### config.mk
export PLATFORM = sky130hd
export DESIGN_NAME = sys_cntr_tx
export DESIGN_NICKNAME = d
export VERILOG_FILES = /design/src/rtl/sys_cntr_tx.sv
export SDC_FILE = /design/constraint.sdc
export NUM_CORES = 1
export LEC_CHECK = 0
export BUFFER_PORTS_ARGS = -buffer_cell sky130_fd_sc_hd__buf_4
export CAP_MARGIN = 20
export CELL_PAD_IN_SITES_DETAIL_PLACEMENT = 1
export CELL_PAD_IN_SITES_GLOBAL_PLACEMENT = 1
export CORE_MARGIN = 8
export CORE_UTILIZATION = 30
export CTS_CLUSTER_DIAMETER = 100
export DETAILED_ROUTE_END_ITERATION = 8
export PLACE_DENSITY = 0.59
export SYNTH_ARGS = -nofsm -noshare
export SYNTH_HDL_FRONTEND = slang
export SYNTH_SLANG_ARGS = --single-unit
export TNS_END_PERCENT = 30
### constraint.sdc
create_clock -name CLK -period 2 [get_ports CLK]
set_input_delay 0.3 -clock CLK [delete_from_list [all_inputs] [get_ports CLK]]
set_output_delay 0.3 -clock CLK [all_outputs]
set_load 0.02 [all_outputs]
### src/rtl/sys_cntr_tx.sv
// Response-side system controller: serialises register reads and ALU results into UART Tx bytes.
// Optional build macro SYS_CNTR_TX_TAG_EN prefixes each frame with a tag byte (0xBB read, 0xCC ALU).
module sys_cntr_tx #(
    parameter int unsigned width = 8
) (
    input  logic                 CLK,
    input  logic                 Reset,
    input  logic [width-1:0]     RdData,
    input  logic                 RdData_Valid,
    input  logic [2*width-1:0]   ALU_OUT,
    input  logic                 ALU_Valid,
    output logic [width-1:0]     Tx_P_Data,
    output logic                 Tx_Valid,
    input  logic                 Tx_Ready,
    output logic                 Busy,
    output logic                 Overrun
);

`ifdef SYS_CNTR_TX_TAG_EN
    typedef enum logic [2:0] {IDLE, TAG, RD_BYTE, ALU_LO, ALU_HI} state_t;
    localparam logic [width-1:0] TAG_RD  = width'(8'hBB);
    localparam logic [width-1:0] TAG_ALU = width'(8'hCC);
    logic frame_alu;
`else
    typedef enum logic [1:0] {IDLE, RD_BYTE, ALU_LO, ALU_HI} state_t;
`endif

    state_t               state;
    logic [width-1:0]     rd_buf;
    logic [2*width-1:0]   alu_buf;
    logic                 rd_pend, alu_pend;

    logic xfer, rd_done, alu_done;
    logic rd_take, alu_take;
    logic rd_pend_nxt, alu_pend_nxt;

    // A source's pending slot frees on the edge its final byte is accepted, so a
    // strobe on that very edge is captured rather than dropped.
    assign xfer         = Tx_Valid & Tx_Ready;
    assign rd_done      = xfer & (state == RD_BYTE);
    assign alu_done     = xfer & (state == ALU_HI);
    assign rd_take      = RdData_Valid & (~rd_pend | rd_done);
    assign alu_take     = ALU_Valid & (~alu_pend | alu_done);
    assign rd_pend_nxt  = rd_take | (rd_pend & ~rd_done);
    assign alu_pend_nxt = alu_take | (alu_pend & ~alu_done);

    always_ff @(posedge CLK or posedge Reset) begin
        if (Reset) begin
            state     <= IDLE;
            rd_buf    <= '0;
            alu_buf   <= '0;
            rd_pend   <= 1'b0;
            alu_pend  <= 1'b0;
            Tx_P_Data <= '0;
            Tx_Valid  <= 1'b0;
            Busy      <= 1'b0;
            Overrun   <= 1'b0;
`ifdef SYS_CNTR_TX_TAG_EN
            frame_alu <= 1'b0;
`endif
        end else begin
            Overrun  <= (RdData_Valid & ~rd_take) | (ALU_Valid & ~alu_take);
            Busy     <= rd_pend_nxt | alu_pend_nxt | ((state != IDLE) & ~rd_done & ~alu_done);
            rd_pend  <= rd_pend_nxt;
            alu_pend <= alu_pend_nxt;
            if (rd_take)  rd_buf  <= RdData;
            if (alu_take) alu_buf <= ALU_OUT;

            // Each byte state raises Tx_Valid once, then drops it for a cycle after the transfer.
            case (state)
                IDLE: begin
                    if (alu_pend) begin
                        Tx_Valid  <= 1'b1;
`ifdef SYS_CNTR_TX_TAG_EN
                        state     <= TAG;
                        frame_alu <= 1'b1;
                        Tx_P_Data <= TAG_ALU;
`else
                        state     <= ALU_LO;
                        Tx_P_Data <= alu_buf[width-1:0];
`endif
                    end else if (rd_pend) begin
                        Tx_Valid  <= 1'b1;
`ifdef SYS_CNTR_TX_TAG_EN
                        state     <= TAG;
                        frame_alu <= 1'b0;
                        Tx_P_Data <= TAG_RD;
`else
                        state     <= RD_BYTE;
                        Tx_P_Data <= rd_buf;
`endif
                    end
                end
`ifdef SYS_CNTR_TX_TAG_EN
                TAG: begin
                    if (xfer) begin
                        Tx_Valid <= 1'b0;
                        state    <= frame_alu ? ALU_LO : RD_BYTE;
                    end
                end
`endif
                RD_BYTE: begin
                    if (!Tx_Valid) begin
                        Tx_Valid  <= 1'b1;
                        Tx_P_Data <= rd_buf;
                    end else if (Tx_Ready) begin
                        Tx_Valid <= 1'b0;
                        state    <= IDLE;
                    end
                end
                ALU_LO: begin
                    if (!Tx_Valid) begin
                        Tx_Valid  <= 1'b1;
                        Tx_P_Data <= alu_buf[width-1:0];
                    end else if (Tx_Ready) begin
                        Tx_Valid <= 1'b0;
                        state    <= ALU_HI;
                    end
                end
                ALU_HI: begin
                    if (!Tx_Valid) begin
                        Tx_Valid  <= 1'b1;
                        Tx_P_Data <= alu_buf[2*width-1:width];
                    end else if (Tx_Ready) begin
                        Tx_Valid <= 1'b0;
                        state    <= IDLE;
                    end
                end
                default: begin
                    Tx_Valid <= 1'b0;
                    state    <= IDLE;
                end
            endcase
        end
    end

endmodule

==> out/metrics.cfg, run 1 <==
[global_route]
grt_overflow = 0
antenna_found_initial = 0
grt_pass1_wl_mm = 7.51
grt_pass1_vias = 1394
grt_max_degree = 40
grt.total_usage = 0.107

[place]
portBuffers = 39
dp_cells = 262
dp_hpwl_mm = 3.60
placed_cell_area_um2 = 2250
gp_congestion = 0.773

[worst_setup_path]
path_buf_inv = 0
slowest_delay_ns = 0.64
crit_arrival_ns = 1.99
critical_path_class = reg -> reg
critPathRequiredTime_ns = 2.15
critPathSlowestCell = dfrtp_1
cpLargestDelayFamily = flip-flops
path_max_fanout = 11
end_kind = flop
crit_path_cell_trace = o21a_1 -> or2_0 -> o31ai_1
cp-start-kind = flop

[yosys]
yosysWarnings = 0
ys_types = 37
synthSimpleGateAreaFrac = 0.121
synthXorXnorAreaFrac = 0
synth_top_family_by_area = compound AO/OA/AOI/OAI gates
syn-cell-area_um2 = 1900
synth.area.mux_share = 0.148
synthArstFlopShare = 1.00
synth_seq_area_share = 0.514
synth_adder_area_share = 0
syn_avg_cell_area_um2 = 12.5
syn_nets = 181
synth_ff_type = dfrtp_1
synth-edff-count = 0
synth_compound_area_frac = 0.172
syn_inst = 152
synth_seq_cells = 39

[floorplanning]
dieWidth_um = 95.5
dieArea_um2 = 9130
row_count = 29
core_um2 = 6240
die_height_um = 95.5
start_util = 0.304
io_pins = 40

[routing]
dr.pass1.iters = 4
drt_iter0_drc = 68
vias = 1346
viasPerCell = 4.99
routedWlPerCell_um = 17.6
routed_wl_mm = 4.74
ant_nets = 0
drc = 0

[power]
power.total_w = 0.00361
p_per_area_nw_per_um2 = 1530
leakagePower_nw = 1.04
peakVddDrop_mv = 0.502

[timing]
fin_tns_setup_ns = 0
relSlewSlack = 0.635
min_period_over_period = 0.922
skew_ns = 0.00329
finalMaxSlewViolations = 0
period_minus_slack_ns = 1.84
hold_viol_final = 0
worst_slew_pin_slew_ns = 0.544
setup_viol = 0
rsz0062_at_grt = no
fmax_mhz = 542

[finish]
fin_area_um2 = 2370
final_cells = 270
mostFrequentLayoutCells = buf_4 (43), dfrtp_1 (39), mux2_2 (24)
drive_above_1_share = 0.440
area_growth_pct = 24.7
nets = 221
final_common_cell = buf_4
antenna_cells = 0

[min_path]
hp-class = in -> async

[clock_network]
cts_buffers = 5
cts_setup_buffers = 0
cts_tree = yes
cts.sink_count = 39
ctsLongestPathBuffers = 2
hold_buffers = 0
postCtsResizedCells = 0
clk_pin_slew_ns = 0.08
cts-root-buf = clkbuf_8
clock_latency_ns = 0.29
cts-htree-levels = 2

[status]
status = finished clean

[flow_run]
maxCapViolCount = 0

-- report_power, final --
group	switching (W)	leakage, nW	internal [W]	total [W]
Sequential	0.000341	0.455	0.00116	0.00150
Clock	0.000275	0.0612	0.000404	0.000679
Combinational	0.000709	0.523	0.000725	0.00143
-- metrics by stage --
stage	hold slack, ns	setup WS [ns]	util
3_3_place_gp	0.453	0.230	0.360
6_report	0.119	0.156	0.379
5_1_grt	0.172	0.0324	0.379
3_5_place_dp	0.462	0.158	0.360
4_1_cts	0.142	0.143	0.379
2_1_floorplan	0.392	0.373	-
-- logic make-up after synthesis --
logic type	Yosys count
buffers and inverters	15
AO/OA/AOI/OAI	45
AND/OR/NAND/NOR	28
flip-flops	39
multiplexers	25
-- cell usage after synthesis, types with 2 or more instances --
library cell	n	share of area
o31ai_1	7	0.028
a211oi_1	15	0.059
nand2b_1	2	0.0066
a32oi_1	2	0.0092
o21ai_0	8	0.021
nor2b_1	6	0.020
o21a_1	2	0.0079
nor2_1	3	0.0059
and3b_2	4	0.021
buf_2	2	0.0053
buf_6	2	0.012
nand2_1	3	0.0059
inv_1	4	0.0079
and3b_1	3	0.014
a21oi_1	4	0.011
clkbuf_1	3	0.0059
dfrtp_1	39	0.51
mux2_2	24	0.14
-- worst paths after layout --
check,slack (ns),from,cells after the start,to
min reg2reg,0.52,alu_buf[15],1,alu_buf[15]
min in group CLK,0.23,RdData_Valid,2,rd_pend
max in group asynchronous,1.53,Reset,3,Tx_P_Data[3]
min,0.12,Reset,3,alu_buf[12]
max,0.16,state[1],3,Tx_P_Data[1]
max reg2reg,0.16,state[1],3,Tx_P_Data[1]
-- per-layer routing --
layer  track usage  up-vias  routed length [um]
li1              -      642                   -
met1         0.141      671                2210
met2         0.163       28                2260
met3        0.0307        5                 224
met4        0.0384        0                  45
met5             0        -                   0
-- flip-flops by register name (all words and copies together), names as in the netlist --
name       count
alu_pend       1
rd_pend        1
Busy           1
Tx_P_Data      8
rd_buf         8
state          2
Tx_Valid       1
Overrun        1
alu_buf       16
-- area by class of cell --
cell class                 count  area, um2
clock buffer                   6       82.6
multi-input combinational     98        836
clock inverter                 2       35.0
inverter                       5       18.8
sequential                    39        976
timing repair buffer          43        323
fill                         694       3870
tap                           77       96.3
-- worst min-delay path, cell delays in order --
cell	delay (ns)
buf_4	0.11
inv_1	0.04
buf_4	0.41
(Power assumes the default switching activity.)
==> run 2: changes to the inputs <==
--- a/config.mk
+++ b/config.mk
@@ -14,6 +14,7 @@
 export CTS_CLUSTER_DIAMETER = 100
 export DETAILED_ROUTE_END_ITERATION = 8
 export PLACE_DENSITY = 0.59
+export SETUP_SLACK_MARGIN = 0.2
 export SYNTH_ARGS = -nofsm -noshare
 export SYNTH_HDL_FRONTEND = slang
 export SYNTH_SLANG_ARGS = --single-unit
==> run 2 against run 1 <==
  * Power grew 0.96%
  * Worst hold slack is essentially flat
  * Flip-flop and latch count is the same
  * Highest routed layer unchanged
==> out/metrics.cfg, run 2 (synthesis gave the netlist of run 1 again) <==
[status]
status = finished clean

[finish]
final_core_util = 0.384  ; +0.00441
reg.largest.list = alu_buf (16), Tx_P_Data (8), rd_buf (8)
multiInputGateArea_um2 = 843  ; +0.90%
fin_area_um2 = 2390  ; +1.2%
antenna_cells = 0  ; unchanged
largest_reg_flops = 16  ; unchanged
final_cells = 271  ; +0.37%
drive_above_1_share = 0.443  ; +0.00288
regMostFlops = alu_buf
nets = 222  ; +0.45%
regArea_um2 = 976  ; unchanged
area_growth_pct = 26.2
mostFrequentLayoutCells = buf_4 (43), dfrtp_1 (39), mux2_2 (24)
num-fill-cells = 693  ; -0.14%
final_common_cell = buf_4

[timing]
fmax_mhz = 576  ; +6.3%
setup_slack_ns = 0.265  ; +0.110 ns
finalMaxSlewViolations = 0  ; unchanged
period_minus_slack_ns = 1.73  ; -0.110 ns
setup_viol = 0  ; unchanged
skew_ns = 0.00505  ; +0.00175 ns
hold_viol_final = 0  ; unchanged
min_period_over_period = 0.867  ; -0.0549
rsz0062_at_grt = yes
relSlewSlack = 0.626  ; -0.00919
worst_slew_pin_slew_ns = 0.561  ; +0.0170 ns
fin_tns_setup_ns = 0  ; unchanged

[clock_network]
clock_latency_ns = 0.29  ; about the same
cts-htree-levels = 2  ; unchanged
cts_buffers = 5  ; unchanged
clk_pin_slew_ns = 0.08  ; about the same
cts-root-buf = clkbuf_8
ctsLongestPathBuffers = 2  ; unchanged
cts_tree = yes
hold_buffers = 0  ; unchanged
cts.sink_count = 39  ; unchanged

[floorplanning]
core_um2 = 6240  ; unchanged
io_pins = 40  ; unchanged
die_height_um = 95.5  ; unchanged
row_count = 29  ; unchanged
dieWidth_um = 95.5  ; unchanged
dieArea_um2 = 9130  ; unchanged
start_util = 0.304  ; unchanged

[global_route]
grt_pass1_wl_mm = 7.55  ; +0.55%
grt_overflow = 0  ; unchanged
grt_pass1_vias = 1402  ; +0.57%
grt.total_usage = 0.108  ; +0.000656
grt_max_degree = 40  ; unchanged
antenna_found_initial = 0  ; unchanged

[routing]
routed_wl_mm = 4.81  ; +1.4%
viasPerCell = 5.00  ; +0.37%
dr.pass1.iters = 4  ; unchanged
routedWlPerCell_um = 17.7  ; +1.0%
vias = 1356  ; +0.74%
drc = 0  ; unchanged
drt_iter0_drc = 78  ; +15%
ant_nets = 0  ; unchanged

[worst_setup_path]
cp-startpoint = state[0]
critical_path_class = reg -> reg
slowest_delay_ns = 0.54  ; -0.10 ns
crit_arrival_ns = 1.92  ; -0.07 ns
critPathRequiredTime_ns = 2.19  ; +0.04 ns
path_max_fanout = 24  ; +13
critPathSlowestCell = dfrtp_1
cpLargestDelayFamily = flip-flops
end_kind = flop
cp-start-kind = flop
path_buf_inv = 1  ; +1
r2r-start = state[0]
crit_path_cell_trace = buf_4 -> nor4_4 -> or2_1 -> o31ai_1

[power]
internal_power_w = 0.00231  ; +0.93%
leakagePower_nw = 1.05  ; +1.3%
p_sw_w = 0.00134  ; +1.0%
peakVddDrop_mv = 0.508  ; +1.2%
power.share.switching = 0.367  ; about the same
p_per_area_nw_per_um2 = 1520  ; -0.20%
seqPwrFrac = 0.412  ; -0.003
pwr-share-comb = 0.402  ; +0.005
clkPwrFrac = 0.186  ; -0.002

[place]
portBuffers = 39  ; unchanged
place_ws_ns = 0.158  ; unchanged
dp_cells = 262  ; unchanged
placed_cell_area_um2 = 2250  ; unchanged
dp_hpwl_mm = 3.60  ; unchanged
gp_congestion = 0.773  ; unchanged

[min_path]
hp-class = in -> async

[flow_run]
maxCapViolCount = 0  ; unchanged

==> run 2: cell types whose count changed in the layout (fill, tap and decap cells not counted) <==
cell and delta:
a21boi_2 -1, or2_1 +1, a21boi_4 +1, or2_0 -1
buf_12 +1
==> run 2: path summary, 6_finish.rpt <==
path	to	slack [ns]	depth (start not counted)
setup / recovery	Tx_P_Data[1]	0.27	4
hold / removal	alu_buf[12]	0.12	3
setup reg to reg	Tx_P_Data[1]	0.27	4
hold reg to reg	Tx_P_Data[7]	0.52	1
max in group asynchronous	Tx_P_Data[6]	1.52	3
min in group CLK	rd_pend	0.23	2
==> run 2: final cells by class <==
type	instances	area share
flip-flops and latches	39	0.408
multi-input cells	98	0.352
repair buffers	44	0.143
well taps	77	0.0402
clock buffers	6	0.0345
clock inverters	2	0.0146
inverters	5	0.00784
==> run 2: worst reg2reg max path, stage by stage, from the launching register on <==
cell and delay (ns):
dfrtp_1 0.54, buf_4 0.33, nor4_4 0.07, or2_1 0.38, o31ai_1 0.32
==> run 2: power by group through the flow <==
| stage | logic (W) | clock network [W] | registers [W] |
|---|---|---|---|
| final | 0.00147 | 0.000679 | 0.00150 |
| after global routing | 0.00159 | 0.000724 | 0.00156 |
| after global placement | 0.00141 | 0 | 0.00150 |
| after CTS | 0.00148 | 0.000700 | 0.00151 |
| after detailed placement | 0.00146 | 0 | 0.00153 |
| after floorplan | 0.00106 | 0 | 0.00145 |
==> run 2: layer usage <==
layer	part of all wire	vias to the layer above	track usage	routed length, um
met2	0.47	27	0.163	2280
met3	0.046	5	0.0323	223
li1	-	645	-	-
met1	0.47	679	0.143	2260
met4	0.0096	0	0.0384	46
met5	0	-	0	0
==> run 2: through the flow <==
step	hold slack, ns	total power, W
final	0.119	0.00365
after global routing	0.172	0.00387
after CTS	0.142	0.00369
after detailed placement	0.462	0.00298
after global placement	0.453	0.00291
after floorplan	0.392	0.00250
==> run 2: repair_timing <==
| action | CTS | global route |
|---|---|---|
| endpoints found under the setup margin | 32 | 10 |
| buffers inserted | 1 | 0 |
| pin swaps | 1 | 0 |
| gates resized for setup | 1 | 1 |
